`config.mk`:
```
export PLATFORM = sky130hd
export DESIGN_NAME = zuc_eea3_ctrl
export DESIGN_NICKNAME = d
export VERILOG_FILES = /design/src/rtl/zuc_pkg.sv /design/src/rtl/zuc_eea3_iv.sv /design/src/rtl/zuc_eea3_ctrl.sv
export SDC_FILE = /design/constraint.sdc
export NUM_CORES = 1
export LEC_CHECK = 0
export ABC_AREA = 1
export CORE_AREA = 2 2 213 215
export CTS_BUF_LIST = sky130_fd_sc_hd__clkbuf_16
export DETAILED_ROUTE_END_ITERATION = 7
export DIE_AREA = 0 0 215 217
export GPL_TIMING_DRIVEN = 0
export PLACE_DENSITY = 0.49
export SETUP_SLACK_MARGIN = 0.2
export SLEW_MARGIN = 30
export SYNTH_ARGS = -nofsm -noshare
export SYNTH_HDL_FRONTEND = slang
export SYNTH_SLANG_ARGS = --single-unit
```
`constraint.sdc`:
```
create_clock -name clk -period 7.65 [get_ports clk]
set_clock_uncertainty 0.2 [all_clocks]
set_input_delay 1.1475 -clock clk [delete_from_list [all_inputs] [get_ports clk]]
set_output_delay 1.1475 -clock clk [all_outputs]
set_load 0.05 [all_outputs]
```
`src/rtl/zuc_pkg.sv`:
```
// Shared definitions for the 128-EEA3 controller: FSM state encoding,
// IV byte layout and the helper functions used to build the core IV and
// the tail-word mask.
package zuc_pkg;

    // Controller state encoding
    localparam logic [2:0] ST_FLUSH = 3'd0;
    localparam logic [2:0] ST_IDLE  = 3'd1;
    localparam logic [2:0] ST_INIT  = 3'd2;
    localparam logic [2:0] ST_DISC  = 3'd3;
    localparam logic [2:0] ST_RUN   = 3'd4;
    localparam logic [2:0] ST_FIN   = 3'd5;

    // Bit positions inside IV byte 4 = {bearer, dir, 2'b00}
    localparam int IV_BEARER_SHIFT = 3;
    localparam int IV_DIR_SHIFT    = 2;

    // Builds the 128-bit IV with IV byte k on bits [8k+7:8k].
    // Bytes 0..3 are COUNT (MSB first), byte 4 carries bearer/dir,
    // bytes 5..7 are zero and bytes 8..15 repeat bytes 0..7.
    function automatic logic [127:0] build_iv(input logic [31:0] count,
                                              input logic [4:0]  bearer,
                                              input logic        dir);
        logic [7:0]  b4;
        logic [63:0] half;
        b4   = (8'(bearer) << IV_BEARER_SHIFT) | (8'(dir) << IV_DIR_SHIFT);
        half = {24'h0, b4, count[7:0], count[15:8], count[23:16], count[31:24]};
        return {half, half};
    endfunction

    // Keeps the first rem bits (MSB first) of the final word; all other
    // words pass unmasked, as does a final word that is completely filled.
    function automatic logic [31:0] tail_mask(input logic       last,
                                              input logic [4:0] rem);
        if (last && (rem != 5'd0)) begin
            return ~(32'hFFFF_FFFF >> rem);
        end
        return 32'hFFFF_FFFF;
    endfunction

endpackage

```
`src/rtl/zuc_eea3_iv.sv`:
```
// Combinational mapping of a latched EEA3 job descriptor onto the zuc core
// IV and key buses (byte k of each on bits [8k+7:8k]).
module zuc_eea3_iv
    import zuc_pkg::*;
(
    input  logic [31:0]  count,
    input  logic [4:0]   bearer,
    input  logic         dir,
    input  logic [127:0] ck,
    output logic [127:0] iv,
    output logic [127:0] key
);

    // CK arrives with byte 0 in the top bits; the core wants byte 0 at the bottom
    always_comb begin
        iv  = build_iv(count, bearer, dir);
        key = '0;
        for (int k = 0; k < 16; k++) begin
            key[8*k +: 8] = ck[127-8*k -: 8];
        end
    end

endmodule

```
`src/rtl/zuc_eea3_ctrl.sv`:
```
// 128-EEA3 job sequencer in front of a shared zuc keystream core.
// Flushes stale core output after reset, initialises the core for each job,
// drops the first keystream word (DISCARD_FIRST), then joins keystream and
// plaintext word by word, masking the tail bits of the final word.
// Optional build macro ZUC_EEA3_CTRL_PERF_EN adds perf_jobs/perf_stall.
module zuc_eea3_ctrl
    import zuc_pkg::*;
#(
    parameter int LEN_W         = 16,
    parameter int DISCARD_FIRST = 1
) (
    input  logic             clk,
    input  logic             rst_n,
    input  logic             job_valid,
    output logic             job_ready,
    input  logic [31:0]      job_count,
    input  logic [4:0]       job_bearer,
    input  logic             job_dir,
    input  logic [127:0]     job_ck,
    input  logic [LEN_W-1:0] job_len,
    input  logic             s_valid,
    output logic             s_ready,
    input  logic [31:0]      s_data,
    output logic             m_valid,
    input  logic             m_ready,
    output logic [31:0]      m_data,
    output logic             m_last,
    output logic             done,
    output logic             z_valid,
    input  logic             z_ready,
    output logic             z_init,
    output logic [127:0]     z_iv,
    output logic [127:0]     z_key,
    input  logic             z_mvalid,
    output logic             z_mready,
    input  logic [31:0]      z_mdata
`ifdef ZUC_EEA3_CTRL_PERF_EN
    ,
    output logic [31:0]      perf_jobs,
    output logic [31:0]      perf_stall
`endif
);

    // Word counters hold up to ceil((2^LEN_W-1)/32) = 2^(LEN_W-5)
    localparam int WRD_W = LEN_W - 4;

    logic [2:0]       state;
    logic             flush_cnt;
    logic [WRD_W-1:0] req_cnt;
    logic [WRD_W-1:0] out_cnt;
    logic             pend;
    logic             disc_sent;
    logic             done_q;

    // Latched job descriptor (data only, no reset needed)
    logic [31:0]      count_q;
    logic [4:0]       bearer_q;
    logic             dir_q;
    logic [127:0]     ck_q;
    logic [WRD_W-1:0] words_q;
    logic [4:0]       rem_q;

    logic             job_fire;
    logic             z_fire;
    logic             consume;
    logic             out_last;
    logic [LEN_W:0]   len_rnd;
    logic [WRD_W-1:0] words_d;

    // One extra bit so that len near 2^LEN_W-1 does not overflow when rounding up
    assign len_rnd  = {1'b0, job_len} + (LEN_W+1)'(31);
    assign words_d  = WRD_W'(len_rnd >> 5);
    assign job_fire = job_valid && job_ready;
    assign out_last = (out_cnt == (words_q - WRD_W'(1)));
    assign z_fire   = z_valid && z_ready;
    assign done     = done_q;

    zuc_eea3_iv u_iv (
        .count  (count_q),
        .bearer (bearer_q),
        .dir    (dir_q),
        .ck     (ck_q),
        .iv     (z_iv),
        .key    (z_key)
    );

    // State-dependent handshakes and the keystream/plaintext output join
    always_comb begin
        job_ready = 1'b0;
        s_ready   = 1'b0;
        m_valid   = 1'b0;
        m_data    = 32'h0;
        m_last    = 1'b0;
        z_valid   = 1'b0;
        z_init    = 1'b0;
        z_mready  = 1'b0;
        consume   = 1'b0;
        case (state)
            ST_FLUSH: begin
                z_mready = 1'b1;
            end
            ST_IDLE: begin
                // Hold off the next job for the cycle that done is still high
                job_ready = !done_q;
                z_mready  = 1'b1;
            end
            ST_INIT: begin
                z_valid = 1'b1;
                z_init  = 1'b1;
            end
            ST_DISC: begin
                z_valid  = !disc_sent;
                z_mready = disc_sent;
            end
            ST_RUN: begin
                m_valid  = z_mvalid && s_valid;
                consume  = m_valid && m_ready;
                s_ready  = consume;
                z_mready = consume;
                // Single outstanding word; refill in the cycle the current one drains
                z_valid  = (req_cnt < words_q) && (!pend || consume);
                m_last   = out_last;
                m_data   = (s_data ^ z_mdata) & tail_mask(out_last, rem_q);
            end
            default: ;
        endcase
    end

    // Sequencer state, request/output counters and the done pulse
    always_ff @(posedge clk or negedge rst_n) begin
        if (!rst_n) begin
            state     <= ST_FLUSH;
            flush_cnt <= 1'b0;
            req_cnt   <= '0;
            out_cnt   <= '0;
            pend      <= 1'b0;
            disc_sent <= 1'b0;
            done_q    <= 1'b0;
        end else begin
            done_q <= (state == ST_FIN);
            case (state)
                ST_FLUSH: begin
                    flush_cnt <= 1'b1;
                    if (flush_cnt) begin
                        state <= ST_IDLE;
                    end
                end
                ST_IDLE: begin
                    if (job_fire) begin
                        req_cnt   <= '0;
                        out_cnt   <= '0;
                        pend      <= 1'b0;
                        disc_sent <= 1'b0;
                        state     <= (job_len == '0) ? ST_FIN : ST_INIT;
                    end
                end
                ST_INIT: begin
                    if (z_ready) begin
                        state <= (DISCARD_FIRST != 0) ? ST_DISC : ST_RUN;
                    end
                end
                ST_DISC: begin
                    if (z_fire) begin
                        disc_sent <= 1'b1;
                    end
                    if (disc_sent && z_mvalid) begin
                        state <= ST_RUN;
                    end
                end
                ST_RUN: begin
                    if (z_fire) begin
                        req_cnt <= req_cnt + WRD_W'(1);
                    end
                    pend <= z_fire || (pend && !consume);
                    if (consume) begin
                        out_cnt <= out_cnt + WRD_W'(1);
                        if (out_last) begin
                            state <= ST_FIN;
                        end
                    end
                end
                ST_FIN: begin
                    state <= ST_IDLE;
                end
                default: begin
                    state <= ST_FLUSH;
                end
            endcase
        end
    end

    // Capture the descriptor and its word count when a job is accepted
    always_ff @(posedge clk) begin
        if (job_fire) begin
            count_q  <= job_count;
            bearer_q <= job_bearer;
            dir_q    <= job_dir;
            ck_q     <= job_ck;
            words_q  <= words_d;
            rem_q    <= job_len[4:0];
        end
    end

`ifdef ZUC_EEA3_CTRL_PERF_EN
    // Completed-job and output-stall counters, free-running and wrapping
    always_ff @(posedge clk or negedge rst_n) begin
        if (!rst_n) begin
            perf_jobs  <= 32'h0;
            perf_stall <= 32'h0;
        end else begin
            if (done_q) begin
                perf_jobs <= perf_jobs + 32'd1;
            end
            if ((state == ST_RUN) && !m_valid) begin
                perf_stall <= perf_stall + 32'd1;
            end
        end
    end
`endif

endmodule

```
Yosys cells after proc, flatten, opt, wreduce, memory -nomap -nowiden
Cells that the tools add are included.
{"block": "classes", "n_addsub": 4, "n_lt_le_gt_ge": 1, "eq_ne": 14, "shift": 1, "mux": 30, "n_bitwise": 4, "reduce_logical": 25}
{"cell": "2-to-1 mux 32 bit", "n": 4}
{"cell": "one-hot mux 12 bit (2 select lines)", "n": 2}
{"cell": "2-to-1 mux 12 bit", "n": 3}
{"cell": "AND 32 bit", "n": 1}
{"cell": "inverter 32 bit", "n": 1}
{"cell": "right shift 32 x 5 -> 32 bit, first input constant", "n": 1}
{"cell": "XOR 32 bit", "n": 1}
{"cell": "adder 12 x 1 -> 12 bit, second input constant", "n": 2}
{"cell": "2-to-1 mux 3 bit", "n": 7}
{"cell": "one-hot mux 3 bit (6 select lines)", "n": 1}
{"cell": "adder 16 x 5 -> 17 bit, second input constant", "n": 1}
{"cell": "logical NOT 16 bit", "n": 1}
{"cell": "!= test 2 bit, second input constant", "n": 8}
{"cell": "== test 12 bit", "n": 1}
{"cell": "< comparator 12 bit", "n": 1}
{"cell": "subtractor 12 x 1 -> 12 bit, second input constant", "n": 1}
{"cell": "2-to-1 mux 1 bit", "n": 9}
{"cell": "AND reduction 3 bit", "n": 3}
{"cell": "logical AND 1 bit", "n": 8}
{"cell": "OR 8 x 3 -> 8 bit", "n": 1}
{"cell": "== test 3 x 2 -> 1 bit, second input constant", "n": 2}
{"cell": "== test 3 bit, second input constant", "n": 2}
{"cell": "one-hot mux 1 bit (3 select lines)", "n": 2}
{"cell": "AND reduction 6 bit", "n": 1}
{"cell": "9 further kinds", "n": 15}
{"block": "totals", "ff_bits": 214, "in_bits": 253, "out_inout_bits": 296}

Logic depth before layout (Yosys ltp)
Gate-level depths: netlist (run 1).
{"block": "depth", "word_depth": 9, "depth_mapped": 15, "mapped_depth_nobuf": 14}

Modules after synthesis
A second synthesis (run 1) with hierarchy kept.
{"block": "hier_totals", "hier_cells": 1046, "hier_area_um2": 11157.0}
{"module": "zuc_eea3_ctrl", "instances": 1, "cells_per_inst": 789, "area_each_um2": 9231.4, "seq_area_each_um2": 6271.0}
{"module": "zuc_eea3_iv", "instances": 1, "cells_per_inst": 257, "area_each_um2": 1925.6, "seq_area_each_um2": 0.0}

Worst setup path before layout (run 1)
No wires, ideal clock.
{"block": "synth_timing", "kind": "input port to flip-flop", "startpoint": "input job_valid", "endpoint": "register disc_sent", "setup_time_ns": 0.333, "arrival_ns": 5.326, "required_ns": 7.117, "path_slack_ns": 1.791, "stages": 4, "n_path_buf": 1, "path_cell_list": "nand3_1 > clkbuf_1 > inv_1 > o21ai_0"}
{"block": "synth_between", "elab_chain_cells": 3}
{"item": "from (decl)", "line_no": "zuc_eea3_ctrl.sv:14", "source": "input logic job_valid,"}
{"item": "logical AND 1 bit", "line_no": "zuc_eea3_ctrl.sv:73", "source": "assign job_fire = job_valid && job_ready;"}
{"item": "named net job_fire", "line_no": "zuc_eea3_ctrl.sv:63", "source": "logic job_fire;"}
{"item": "!= test 2 bit (no source line)"}
{"item": "AND reduction 3 bit (no source line)"}
{"item": "to (signal assigned)", "line_no": "zuc_eea3_ctrl.sv:137", "source": "disc_sent <= 1'b0;"}
{"item": "to (signal assigned)", "line_no": "zuc_eea3_ctrl.sv:153", "source": "disc_sent <= 1'b0;"}
{"item": "to (signal assigned)", "line_no": "zuc_eea3_ctrl.sv:164", "source": "disc_sent <= 1'b1;"}
{"item": "to (decl)", "line_no": "zuc_eea3_ctrl.sv:52", "source": "logic disc_sent;"}
The timed path passes the listed nets, and every way through them passes these cells.
A chain may end at the register's enable or synchronous reset.

Worst setup path after layout (run 1)
{"block": "layout_timing", "startpoint": "register words_q[0]", "endpoint": "output m_data[13]"}
{"block": "layout_between", "elab_chain_cells": 9}
{"item": "from (decl)", "line_no": "zuc_eea3_ctrl.sv:60", "source": "logic [WRD_W-1:0] words_q;"}
{"item": "from (signal assigned)", "line_no": "zuc_eea3_ctrl.sv:199", "source": "words_q <= words_d;"}
{"item": "subtractor 12 x 1 -> 12 bit", "line_no": "zuc_eea3_ctrl.sv:74", "source": "assign out_last = (out_cnt == (words_q - WRD_W'(1)));"}
{"item": "== test 12 bit", "line_no": "zuc_eea3_ctrl.sv:74"}
{"item": "logical AND 1 bit", "line_no": "zuc_pkg.sv:35", "source": "if (last && (rem != 5'd0)) begin"}
{"item": "2-to-1 mux 1 bit", "line_no": "zuc_pkg.sv:35"}
{"item": "2-to-1 mux 1 bit", "line_no": "zuc_eea3_ctrl.sv:98", "source": "case (state)"}
{"item": "2-to-1 mux 32 bit", "line_no": "zuc_pkg.sv:38", "source": "return 32'hFFFF_FFFF;"}
{"item": "2-to-1 mux 32 bit", "line_no": "zuc_eea3_ctrl.sv:98"}
{"item": "AND 32 bit", "line_no": "zuc_eea3_ctrl.sv:123", "source": "m_data = (s_data ^ z_mdata) & tail_mask(out_last, rem_q);"}
{"item": "2-to-1 mux 32 bit", "line_no": "zuc_eea3_ctrl.sv:98"}
{"item": "to (decl)", "line_no": "zuc_eea3_ctrl.sv:26", "source": "output logic [31:0] m_data,"}
No other way between the ends. The select of a mux whose other input is x is not followed.

==> reports/metrics.csv, run 1 <==
metric;value;unit
setup bufs post-CTS;0;
Slowest Stage Delay on Critical Path;730;ps
Inst Count DP;2059;
Yosys top cell area share;0.5487;
Detailed Place HPWL;31660;um
hold depth;1;
RD Place Congestion;0.8615;
Hold Path Class;reg -> reg;
# rows;78;
share of layout cells above drive strength 1;0.1215;
Max-slew headroom;0.4677;
number of global-route vias before repair;8311;
final setup vio count;0;
predominant post-synthesis flop cell;edfxtp_1;
H-tree depth;1;
syn_area_per_cell;11.02;sq um
Clock Path Buffers;3;
Setup TNS Final;0;ps
drt pass-1 iters;4;
# IOs;549;
Post-DP Area;16010;sq um
Least-Margin Pin Slew;795.9;ps
Clock Sinks;214;
total global-route track usage;0.1566;
Synth Cell Area;10020;sq um
post-route antenna net violation count;0;
Synth-to-Final Area Change;68.52;%
die height;217;um
synth top area cells;edfxtp_1, dfrtp_1, buf_4, nand2_1, nor2_1;
Place WS;3240;ps
largest net degree at the start of global routing;84;
Seq/Total Area, Yosys;0.6261;
RSZ-0062 raised after global routing;no;
fin util;0.3776;
PortBufs;496;
gr ovfl total;0;
Starting Density;0.2241;
Yosys warning count;0;
CTS Hold Bufs;0;
CP Buf/Inv Count;3;
Syn Inst Count;909;
top cells by count, synth;edfxtp_1, nand2_1, nor2_1;
CTS tree;built;
MaxCap Viol Count;0;
routed len/inst;18.00;um
crit path time final;4921;ps
initial antenna violation count;12;
post-DR vias/cell;3.941;
final worst-path cycle share;0.6433;
type of destination of the critical path;primary output;
crit path max-delay cell type;clkdlybuf4s50_1;
Final Hold Fails;0;
clock-pin slew on the worst setup and hold paths;60;ps
setup ws final;2729;ps
first-pass GRT wire length;53850;um
Setup CP Type;reg -> out;
core footprint;44700;sq um
count of cell types in the netlist;42;
Achievable Freq;203.2;MHz
number of synthesized flops with an enable pin;183;
Crit path arrival time;3570;ps
Worst path depth;14;
DR vias;8307;
Finished Layout Cells;2108;
Final #Nets;1755;
Required @ worst endpoint;6300;ps
Yosys top cell by area;edfxtp_1;
synthesized flop and latch total;214;
Power Dens Cells;293.0;nW/um^2
final instance area;16880;sq um
Root Driver;clkbuf_16;
Max VDD drop;220.9;uV
critical-path cell list;inv_1 -> ha_1 -> nand2_1 -> nand3_1 -> nand2_1 -> nor2_1 -> nand2_1 -> nor2_1 -> nand3_1 -> nor2_1 -> nand3_2 -> o21ai_0 -> inv_1 -> clkdlybuf4s50_1;
die area;46660;sq um
Final Max Tran Viols;0;
Hold Slack;275.1;ps
die width;215;um
DR DRC count;0;
FF-to-FF path depth;7;
startpoint types;flip-flop;
Resize count post-CTS;0;
CP top delay family;simple AND/OR/NAND/NOR gates;
Leak Pwr;6.758;nW
ys async rst share;0.1449;
Design Power;4.945;mW
TritonCTS buffer count;27;
top-count cell post-synth;edfxtp_1;
iteration-0 DRC count of the detailed router;429;
status;finished clean;
Final Routed Wirelength;37940;um
CP max FO;10;
clk_lat worst skew;540;ps
-- registers in the layout, summed over array words and instances, names as in the netlist, 3 cells and up --
| signal | count |
|---|---|
| ck_q | 128 |
| count_q | 32 |
| out_cnt | 12 |
| req_cnt | 12 |
| words_q | 12 |
| bearer_q | 5 |
| rem_q | 5 |
| state | 3 |
-- final timing paths --
check                      slack [ps]     endpoint  startpoint
max                              2730   m_data[13]  words_q[0]
min                               280    flush_cnt   flush_cnt
max reg2reg                      4540   count_q[5]    state[1]
min reg2reg                       280    flush_cnt   flush_cnt
max in group asynchronous        6450         done       rst_n
min in group asynchronous         350  req_cnt[11]       rst_n
-- logic make-up (layout without fill, tap and decap cells) --
family,Yosys count,count (layout),share of synthesized area
fa+ha+maj,14,14,0.01749
buf+inv,200,746,0.1109
xor+xnor,52,52,0.04547
compound gates,60,60,0.03248
simple gates,368,368,0.1671
flops,214,214,0.6261
other cells,1,54,0.0003744
-- worst reg2reg max path, cell delays in order (launching register included) --
cell and delay, ps:
dfrtp_1 350, buf_2 170, nor3_2 260, nand3_1 190, clkbuf_1 370, inv_8 370, buf_16 360, buf_16 370
-- metal layers --
layer	vias to the layer above	global-route usage	routed length [um]
met2	339	0.2858	19570
li1	4059	-	-
met5	-	0	100
met1	3812	0.1544	12650
met3	81	0.05772	3373
met4	16	0.08460	2245
-- placed cells by master, fill, tap and decap left out, drive strengths merged --
cell type / n
nor3: 23
xor2: 26
clkinvlp: 2
clkinv: 12
nor3b: 1
a21oi: 25
xnor2: 26
nor4: 2
o21bai: 1
o21ai: 25
a221oi: 1
ha: 14
o221ai: 1
diode: 2
nand3b: 3
buf: 104
bufinv: 3
nor2: 109
nand2: 165
nand3: 41
o21a: 1
or2: 1
clkdlybuf4s50: 495
conb: 52
nand4: 20
a22oi: 1
o2111ai: 1
clkbuf: 33
edfxtp: 183
a31oi: 3
a21boi: 1
and3: 3
dfrtp: 31
inv: 97
-- final cells by class --
type / instances / area [sq um]
timing repair buffer: 499 / 5042
buffer: 106 / 755.7
fill: 4435 / 27820
multi-input combinational: 546 / 2825
inverter: 94 / 362.8
clock buffer: 27 / 675.6
antenna: 2 / 5.005
sequential: 214 / 6271
tap: 600 / 750.7
clock inverter: 20 / 190.2
-- where the power goes --
group	internal (mW)	leakage, nW	switching, mW	total, mW
Sequential	1.54	2.10	0.100	1.64
Combinational	0.651	4.22	1.39	2.04
Clock	0.744	0.433	0.514	1.26
Total	2.94	6.76	2.01	4.94
No activity file was read; power rests on OpenSTA's default activity.
==> inputs of run 2 (changes only) <==
- clock period: 7.65 -> 4.99 ns (I/O delays scaled with it)
==> run 2 against run 1 <==
Hold slack worse by 9.2 ps. Total power up 57%. Cell area up 1.6%. Non-clock buffer count up 7. Via count up 1.0%. Core utilization up 0.61 points. Cell count up 0.47%. Wire length up 0.91%. Combinational power up 57%. Worst setup slack worse by 2200 ps. Critical path type unchanged. Largest cell class unchanged. Largest power group unchanged.
==> reports/metrics.csv, run 2 (synthesis gave the netlist of run 1 again) <==
metric;value;unit;change
status;finished clean;;
Switch Pwr;3.098;mW;+54%
Final Routed Wirelength;38290;um;+0.91%
Detailed Place HPWL;32180;um;+1.6%
Hold Path Class;reg -> reg;;
TritonCTS buffer count;27;;unchanged
FF-to-FF path depth;8;;+1
Synth-to-Final Area Change;71.26;%;
reg2reg setup slack;2010;ps;-2530 ps
Cell Int Power;4.673;mW;+59%
drt pass-1 iters;4;;unchanged
post-route antenna net violation count;0;;unchanged
die width;215;um;unchanged
power share of the clock group;0.264;;+0.010
die area;46660;sq um;unchanged
Power Dens Cells;453.0;nW/um^2;+55%
Final Hold Fails;0;;unchanged
first-pass GRT wire length;55430;um;+2.9%
Clock Path Buffers;3;;unchanged
PortBufs;496;;unchanged
share of layout cells above drive strength 1;0.1248;;+0.003239
Max-slew headroom;0.5017;;+0.03400
worst setup path end;m_data[22];;
routed len/inst;18.08;um;+0.43%
Least-Margin Pin Slew;745.1;ps;-50.83 ps
Max VDD drop;317.9;uV;+44%
largest net degree at the start of global routing;31;;-63%
# rows;78;;unchanged
Seq pwr share;0.323;;-0.010
Clock Sinks;214;;unchanged
Required @ worst endpoint;4040;ps;-2260 ps
Place WS;963.3;ps;-2277 ps
core footprint;44700;sq um;unchanged
Setup TNS Final;0;ps;unchanged
RD Place Congestion;0.8443;;-2.0%
crit path time final;4444;ps;
commonest non-fill, non-tap cell in the layout;clkdlybuf4s50_1;;
top flop regs;ck_q (128), count_q (32);;
clk_lat worst skew;540;ps;about the same
Leak Pwr;7.330;nW;+8.5%
CP max FO;10;;unchanged
total global-route track usage;0.1595;;+0.002850
Comb power frac;0.413;;about the same
max reg flops;128;;unchanged
startpoint types;flip-flop;;
final worst-path cycle share;0.8906;;
iteration-0 DRC count of the detailed router;349;;-19%
gr ovfl total;0;;unchanged
Setup CP Type;reg -> out;;
number of global-route vias before repair;8531;;+2.6%
setup ws final;545.8;ps;-2183 ps
die height;217;um;unchanged
MaxCap Viol Count;0;;unchanged
final setup vio count;0;;unchanged
Crit path arrival time;3500;ps;-70 ps
RSZ-0062 raised after global routing;no;;
min-delay src;flush_cnt;;
R2R Path Start;state[1];;
H-tree depth;1;;unchanged
Root Driver;clkbuf_16;;
most frequent cells in the layout;clkdlybuf4s50_1, edfxtp_1, nand2_1;;
Final Max Tran Viols;0;;unchanged
# IOs;549;;unchanged
RR Endpoint;count_q[24];;
hold depth;1;;unchanged
CP startpoint;words_q[0];;
post-DR vias/cell;3.962;;+0.55%
initial antenna violation count;6;;-6
type of destination of the critical path;primary output;;
CTS tree;built;;
sw frac;0.3986;;-0.006883
clock-pin slew on the worst setup and hold paths;60;ps;about the same
final instance area;17150;sq um;+1.6%
DR vias;8392;;+1.0%
Post-DP Area;16140;sq um;+0.82%
largest register by flop count;ck_q;;
Final #Nets;1762;;+0.40%
Achievable Freq;225.0;MHz;
DR DRC count;0;;unchanged
Starting Density;0.2241;;unchanged
==> run 2: cell count changes in the layout (fill, tap and decap cells not counted), moves of 2 or more <==
cell and delta:
buf_12 +4, buf_16 +2, clkinv_2 -3, clkdlybuf4s50_1 -27, bufinv_16 +2, clkinv_1 +2, clkinvlp_4 +2, dlymetal6s2s_1 +27
==> run 2: layer usage <==
layer  vias up  global-route usage  routed length, um
met1      3957              0.1574              12630
li1       4079                   -                  -
met5         -                   0                 52
met2       300              0.3122              21220
met4         8             0.04230                930
met3        48             0.05758               3457
==> run 2: power by group through the flow <==
| stage | clock network (mW) | logic (mW) | registers (mW) |
|---|---|---|---|
| 2_1_floorplan | 0 | 1.06 | 3.47 |
| 3_3_place_gp | 0 | 3.13 | 2.62 |
| 6_report | 2.05 | 3.21 | 2.51 |
| 3_5_place_dp | 0 | 3.24 | 2.55 |
| 4_1_cts | 2.12 | 3.25 | 2.52 |
| 5_1_grt | 2.20 | 3.36 | 2.55 |
==> run 2: area by class of cell <==
cell class              count  area (sq um)
clock buffers              27         675.6
multi-input cells         546          2825
diodes                      3         7.507
inverters                  94         359.1
repair buffers            506          5255
well taps                 600         750.7
flip-flops and latches    214          6271
fillers                  4433         27550
plain buffers             106         755.7
clock inverters            22         252.7
==> run 2: through the flow <==
stage / util / instances / total power, mW / hold WS (ps)
after floorplan: - / 960 / 4.526 / 239.6
after global placement: 0.3563 / 2056 / 5.751 / 251.4
after detailed placement: 0.3611 / 2065 / 5.793 / 257.1
after CTS: 0.3821 / 2115 / 7.890 / 271.4
after global routing: 0.3836 / 2116 / 8.106 / 279.2
final: 0.3837 / 2118 / 7.770 / 265.9
==> run 2: how the worst min path moves through the flow <==
stage	end	slack [ps]
after floorplan	flush_cnt	240
after global placement	flush_cnt	250
after detailed placement	flush_cnt	260
after CTS	flush_cnt	270
after global routing	flush_cnt	280
final	flush_cnt	270
==> run 2: worst max-delay path, stage by stage, from the launching register on <==
cell and delay, ps:
edfxtp_1 430, inv_1 190, ha_1 320, nand2_2 110, nor2_2 120, xor2_1 200, nand3_1 100, nor2_1 260
buf_2 270, nand4_1 120, nand2_1 80, nor2_1 40, clkdlybuf4s50_1 710
==> run 2: repair_timing <==
action	in CTS	in global routing
hold buffers	1	0
setup endpoints to repair	0	27
gates resized for setup	0	27
endpoints found under the hold margin	10	0
setup buffers	0	0
